===== src/rtl/nucleic_acid_pkg.sv =====
// nucleic_acid_pkg: shared state encoding, valve masks and pump phase table for the reactor sequencer
package nucleic_acid_pkg;
  typedef enum logic [2:0] {
    IDLE      = 3'd0,
    BEAD_LOAD = 3'd1,
    LYSIS     = 3'd2,
    MIX       = 3'd3,
    WASH      = 3'd4,
    ELUTE     = 3'd5,
    DONE      = 3'd6
  } state_t;
  // Valve vector order: lysis, wash, elute, horiz, vertical, loop_exit, bead_vtl, bead_trap, collection, waste
  localparam logic [9:0] VALVES_CLOSED = 10'b11_1111_1111;
  localparam logic [9:0] MASK_BEAD_LOAD = 10'b11_1011_0011;
  localparam logic [9:0] MASK_LYSIS = 10'b01_1101_1111;
  localparam logic [9:0] MASK_MIX = 10'b11_1101_1111;
  localparam logic [9:0] MASK_WASH = 10'b10_1110_1110;
  localparam logic [9:0] MASK_ELUTE = 10'b11_0110_1001;
  localparam logic [2:0] PUMP_IDLE = 3'b111;
  localparam logic [5:0][2:0] PUMP_TABLE = {3'b010, 3'b110, 3'b100, 3'b101, 3'b001, 3'b011};
  function automatic logic is_pumped(input state_t s);
    return s inside {MIX, WASH, ELUTE};
  endfunction
  function automatic logic [9:0] valve_mask(input state_t s);
    return s == BEAD_LOAD ? MASK_BEAD_LOAD :
           s == LYSIS     ? MASK_LYSIS :
           s == MIX       ? MASK_MIX :
           s == WASH      ? MASK_WASH :
           s == ELUTE     ? MASK_ELUTE : VALVES_CLOSED;
  endfunction
endpackage


===== src/rtl/peristaltic_phase_gen.sv =====
// peristaltic_phase_gen: 6-phase pump valve waveform, PUMP_DIV clocks per phase, restarting at phase 0 when en rises.
// stroke_tick marks the final clock of each phase; with phase == 5 it closes a stroke.
module peristaltic_phase_gen
  import nucleic_acid_pkg::*;
#(
  parameter int PUMP_DIV = 4,
  parameter int CNT_W    = 16
) (
  input  logic       clk,
  input  logic       rst,
  input  logic       en,
  output logic [2:0] phase,
  output logic [2:0] pump,
  output logic       stroke_tick
);
  logic             en_q;
  logic [CNT_W-1:0] div_q, div_d;
  logic [2:0]       phase_q, phase_d, pump_q, pump_d;
  always_comb begin
    stroke_tick = en_q && div_q == CNT_W'(PUMP_DIV - 1);
    div_d = (!en || !en_q || stroke_tick) ? '0 : div_q + 1'b1;
    phase_d = (!en || !en_q) ? 3'd0 : !stroke_tick ? phase_q : phase_q == 3'd5 ? 3'd0 : phase_q + 3'd1;
    pump_d = en ? PUMP_TABLE[phase_d] : PUMP_IDLE;
  end
  always_ff @(posedge clk or posedge rst) begin
    if (rst) begin
      en_q    <= 1'b0;
      div_q   <= '0;
      phase_q <= 3'd0;
      pump_q  <= PUMP_IDLE;
    end else begin
      en_q    <= en;
      div_q   <= div_d;
      phase_q <= phase_d;
      pump_q  <= pump_d;
    end
  end
  assign phase = phase_q;
  assign pump  = pump_q;
endmodule


===== src/rtl/nucleic_acid_seq_ctrl.sv =====
// nucleic_acid_seq_ctrl: extraction protocol sequencer driving the shared pneumatic valve lines of the reactor array.
// Outputs are registered from the next state so they change on the edge that enters a state.
module nucleic_acid_seq_ctrl
  import nucleic_acid_pkg::*;
#(
  parameter int PUMP_DIV      = 4,
  parameter int LOAD_CYCLES   = 16,
  parameter int MIX_STROKES   = 8,
  parameter int WASH_STROKES  = 4,
  parameter int ELUTE_STROKES = 4,
  parameter int CNT_W         = 16
) (
  input  logic       clk,
  input  logic       rst,
  input  logic       start,
  input  logic       abort,
  output logic       lysis_ctl,
  output logic       wash_ctl,
  output logic       elute_ctl,
  output logic       horiz_ctl,
  output logic       vertical_ctl,
  output logic       loop_exit_ctl,
  output logic       bead_vtl_ctl,
  output logic       bead_trap_ctl,
  output logic       collection_ctl,
  output logic       waste_ctl,
  output logic       pump1,
  output logic       pump2,
  output logic       pump3,
  output logic       busy,
  output logic       done,
  output logic [2:0] state_o
);
  state_t           state_q, state_d;
  logic [CNT_W-1:0] cnt_q, cnt_d, cnt_load;
  logic [9:0]       valves_q, valves_d;
  logic             busy_q, busy_d, done_q, done_d;
  logic             step, last, pump_en, stroke_tick;
  logic [2:0]       phase, pump;
  peristaltic_phase_gen #(
    .PUMP_DIV(PUMP_DIV),
    .CNT_W   (CNT_W)
  ) u_pump (
    .clk        (clk),
    .rst        (rst),
    .en         (pump_en),
    .phase      (phase),
    .pump       (pump),
    .stroke_tick(stroke_tick)
  );
  // One counter serves both dwell clocks and pump strokes; it holds remaining units minus one.
  always_comb begin
    step = is_pumped(state_q) ? (stroke_tick && phase == 3'd5) : state_q inside {BEAD_LOAD, LYSIS};
    last = step && cnt_q == '0;
    state_d = abort ? IDLE :
              state_q == IDLE ? (start ? BEAD_LOAD : IDLE) :
              state_q == DONE ? IDLE :
              last ? state_t'(state_q + 3'd1) : state_q;
    cnt_load = state_d inside {BEAD_LOAD, LYSIS} ? CNT_W'(LOAD_CYCLES - 1) :
               state_d == MIX   ? CNT_W'(MIX_STROKES - 1) :
               state_d == WASH  ? CNT_W'(WASH_STROKES - 1) :
               state_d == ELUTE ? CNT_W'(ELUTE_STROKES - 1) : '0;
    cnt_d = state_d != state_q ? cnt_load : step ? cnt_q - 1'b1 : cnt_q;
    pump_en = is_pumped(state_d);
    valves_d = valve_mask(state_d);
    busy_d = state_d != IDLE;
    done_d = state_d == DONE;
  end
  always_ff @(posedge clk or posedge rst) begin
    if (rst) begin
      state_q  <= IDLE;
      cnt_q    <= '0;
      valves_q <= VALVES_CLOSED;
      busy_q   <= 1'b0;
      done_q   <= 1'b0;
    end else begin
      state_q  <= state_d;
      cnt_q    <= cnt_d;
      valves_q <= valves_d;
      busy_q   <= busy_d;
      done_q   <= done_d;
    end
  end
  assign {lysis_ctl, wash_ctl, elute_ctl, horiz_ctl, vertical_ctl, loop_exit_ctl,
          bead_vtl_ctl, bead_trap_ctl, collection_ctl, waste_ctl} = valves_q;
  assign {pump1, pump2, pump3} = pump;
  assign busy    = busy_q;
  assign done    = done_q;
  assign state_o = state_q;
endmodule

===== config.mk =====
export PLATFORM = sky130hd
export DESIGN_NAME = nucleic_acid_seq_ctrl
export DESIGN_NICKNAME = d
export VERILOG_FILES = /design/src/rtl/nucleic_acid_pkg.sv /design/src/rtl/peristaltic_phase_gen.sv /design/src/rtl/nucleic_acid_seq_ctrl.sv
export SDC_FILE = /design/constraint.sdc
export NUM_CORES = 1
export LEC_CHECK = 0
export CAP_MARGIN = 5
export CORE_ASPECT_RATIO = 2
export CORE_MARGIN = 8
export CORE_UTILIZATION = 47
export CTS_CLUSTER_DIAMETER = 40
export CTS_CLUSTER_SIZE = 20
export DETAILED_ROUTE_END_ITERATION = 10
export PLACE_DENSITY_LB_ADDON = 0.08
export SLEW_MARGIN = 20
export SYNTH_ARGS = -nofsm -noshare
export SYNTH_HDL_FRONTEND = slang
export SYNTH_HIERARCHICAL = 1
export SYNTH_SLANG_ARGS = --single-unit
export TNS_END_PERCENT = 100

===== constraint.sdc =====
create_clock -name clk -period 4.5 [get_ports clk]
set_input_delay 0.45 -clock clk [delete_from_list [all_inputs] [get_ports clk]]
set_output_delay 0.45 -clock clk [all_outputs]
set_load 0.02 [all_outputs]

==> results.md <==
* Post-DP HPWL at 4.530 mm
* Final Hold Viols at 0
* Total wire length at 6.070 mm
* Maximum number of pins on one net before global-route repair at 29
* Proportion of power drawn by the clock network at 0.301
* Share of flip-flops with an asynchronous set or reset at 1.000
* Post-layout instance area at 3167 sq um
* Share of cells above drive strength 1 at 0.1313
* Number of top-level pins at 22
* Global router's overall resource usage at 0.1436
* Postcts setup bufs at 0
* Most common flop cell mapped by yosys: sky130_fd_sc_hd__dfrtp_1
* Core Region at 5709 sq um
* Post-layout nets at 307
* Worst Reg-to-Reg Cells at 12
* Fin Setup TNS at 0 ns
* Setup CP Type: flop to flop
* Cell family with the largest share of critical-path delay: simple AND/OR/NAND/NOR gates
* Antenna viol nets, final at 0
* Net switching power figure at 488.6 uW
* Worst Path Required at 4.73 ns
* X dimension of the die at 70.17 um
* Starting Density at 0.4830
* Cells after synthesis at 277
* Hold crit path type: flop to flop
* Synthesized net count at 288
* PnR Total Power at 1.464 mW
* Number of buffers created by CTS at 5
* Worst Skew at 0.006982 ns
* Antenna violations before repair at 0
* Fmax at 259.9 MHz
* Tightest Pin Transition at 0.8873 ns
* Area growth from synthesis to layout at 14.84%
* Seq pwr share at 0.412
* Number of gates resized after cts at 0
* Flop and latch count out of synthesis at 51
* Internal cell power at 975.2 uW
* Outcome: completed
* Sw Ratio at 0.3338
* Slew Viols, Final at 0
* Die footprint at 8723 sq um
* Static leakage at 1.328 nW
* Cell area after synthesis at 2758 sq um
* Iter 0 DRT Violations at 125
* Worst skew pair latency at 0.29 ns
* Share of the synthesized area in the top cell type at 0.3721
* Final std cells w/o fill at 358
* Kind of start point of the critical path: flop
* Count of inserted antenna diode cells at 0
* Yosys warning count at 6
* WP data arrival at 4.07 ns
* Port Buf Inserts at 21
* Final estimated routing congestion in global placement at 0.8170
* Number of hold buffers added after cts at 0
* Number of global-route vias before repair at 2106
* Number of synthesized flops with an enable pin at 0
* Crit end category: flop
* Die extent in y at 124.3 um
* Number of buffer and inverter stages on the critical path at 0
* Maximum cell stage delay along the critical path at 0.58 ns
* Placed Instances at 350
* Number of vias per cell at 5.676
* Number of logic stages on the critical path including buffering at 12
* Share of synthesized area occupied by flip-flops and latches at 0.4673
* Area contributors post-synth: sky130_fd_sc_hd__dfrtp_1 (37%), sky130_fd_sc_hd__dfstp_2 (9.5%), sky130_fd_sc_hd__xor2_1 (5.4%)
* Final critical path time including I/O delays and setup at 3.848 ns
* Distinct cell type count after synthesis at 57
* Clock tree from TritonCTS: built
* Worst slew margin relative to its limit at 0.4078
* Setup repair after global routing missed its margin: no
* Number of setup violations in the final report at 0
* Aggregate global routing overflow at 0
* Cell chosen for the clock root: sky130_fd_sc_hd__clkbuf_16
* Clock-pin transition on the worst setup and hold timing paths at 0.07 ns
* First-pass GRT wire length at 10.23 mm
* First-pass detailed-route iteration total at 4
* Hold path depth at 1
* Crit Path Max Fanout at 7
* Mean instance size in the synthesized netlist at 9.955 sq um
* Pwr dens at 462.3 nW/um^2
* Master of the slowest instance on the critical path: sky130_fd_sc_hd__or4_4
* Number of buffers on the longest clock path at 2
* Area after detailed placement at 2993 sq um
* DRC at 0
* Share of the clock period used by the worst path at 0.8551
* Number of H-tree levels at 2
* Site Rows at 39
* Area leader, netlist: sky130_fd_sc_hd__dfrtp_1
* CTS sink cnt at 51
* Part of the total power dissipated in combinational logic at 0.287
* Crit-path cells: or4_4 > nor4_1 > and4b_1 > o2111a_1 > nand3_1 > a21o_1 > a311o_1 > o21ai_1 > nand2_1 > nor3b_1 > o21ai_0 > and2_1
* Worst IR drop on VDD at 0.3752 mV
* Max cap viols at 0
* Wire length per cell after detailed routing at 16.96 um
* Total vias in the final route at 2032
==> metal layers <==
layer | wire length [um] | global-route usage | part of all wire
met1 | 2276 | 0.1418 | 0.37
met5 | 0 | 0 | 0
met3 | 88 | 0.02153 | 0.014
met4 | 153 | 0.06310 | 0.025
met2 | 3552 | 0.2774 | 0.59
==> metrics by stage <==
step / hold WS (ns) / worst slack, ns / utilization
CTS: 0.4517 / 0.6096 / 0.5547
global placement: 0.4388 / 0.6621 / 0.5242
finish: 0.4505 / 0.6522 / 0.5547
floorplan: 0.4212 / 1.083 / -
global route: 0.4623 / 0.2881 / 0.5547
detailed placement: 0.4442 / 0.6297 / 0.5242
==> path summary, 6_finish.rpt <==
kind                             startpoint               end  slack [ns]
max in group asynchronous               rst  u_pump/div_q[12]        3.25
min in group asynchronous               rst        state_o[0]        0.57
hold / removal              u_pump/div_q[0]   u_pump/div_q[0]        0.45
setup / recovery           u_pump/div_q[12]    u_pump/pump[0]        0.65
hold reg to reg             u_pump/div_q[0]   u_pump/div_q[0]        0.45
setup reg to reg           u_pump/div_q[12]    u_pump/pump[0]        0.65
==> power by group through the flow <==
stage	Sequential [mW]	Clock, mW	Combinational [mW]
floorplan	0.600	0	0.331
global placement	0.610	0	0.420
detailed placement	0.613	0	0.419
finish	0.603	0.441	0.420
global route	0.617	0.461	0.479
CTS	0.604	0.451	0.424
==> cell usage after synthesis, types with 4 or more instances <==
library cell / number
sky130_fd_sc_hd__xnor2_1: 11
sky130_fd_sc_hd__nand3_1: 14
sky130_fd_sc_hd__clkbuf_1: 4
sky130_fd_sc_hd__nand2_1: 21
sky130_fd_sc_hd__a21oi_1: 10
sky130_fd_sc_hd__nor2_1: 37
sky130_fd_sc_hd__dfstp_2: 10
sky130_fd_sc_hd__nor4_1: 4
sky130_fd_sc_hd__nand4_1: 6
sky130_fd_sc_hd__inv_1: 12
sky130_fd_sc_hd__o21ai_0: 7
sky130_fd_sc_hd__nor3_1: 8
sky130_fd_sc_hd__or3_1: 5
sky130_fd_sc_hd__or4_4: 4
sky130_fd_sc_hd__xor2_1: 17
sky130_fd_sc_hd__dfrtp_1: 41
sky130_fd_sc_hd__ha_1: 7
==> cell usage in the layout (no fill, tap or decap), types with 8 or more instances in the layout <==
cell,instances
sky130_fd_sc_hd__dfrtp_1,41
sky130_fd_sc_hd__nor2_1,37
sky130_fd_sc_hd__nand2_1,21
sky130_fd_sc_hd__clkdlybuf4s50_1,21
sky130_fd_sc_hd__xor2_1,17
sky130_fd_sc_hd__nand3_1,14
sky130_fd_sc_hd__inv_1,11
sky130_fd_sc_hd__xnor2_1,11
sky130_fd_sc_hd__a21oi_1,10
sky130_fd_sc_hd__dfstp_2,10
sky130_fd_sc_hd__nor3_1,8
==> state kept, by name (all words and copies together), names as in the netlist <==
name	count
u_pump/en_q	1
valves_q	7
busy	1
cnt_q	16
u_pump/div_q	16
done	1
state_o	3
u_pump/phase	3
u_pump/pump	3
==> cells by family (layout without fill, tap and decap cells) <==
kind of cell / count (synthesis) / in the layout / synth area share
AOI/OAI and AO/OA: 39 / 39 / 0.1048
muxes: 1 / 1 / 0.004083
DFF: 51 / 51 / 0.4673
xor gates and xnor gates: 28 / 28 / 0.08893
buffers and inverters: 23 / 43 / 0.03947
adders and majority gates: 7 / 7 / 0.03176
and+or+nand+nor: 128 / 128 / 0.2636
==> area by class of cell <==
type	instances	area, sq um
multi-input combinational	203	1360
fill	506	2542
inverter	13	50.05
timing repair buffer	22	217.7
tap	61	76.32
sequential	51	1289
clock inverter	2	35.03
clock buffer	6	138.9
No activity file was read; power rests on OpenSTA's default activity.
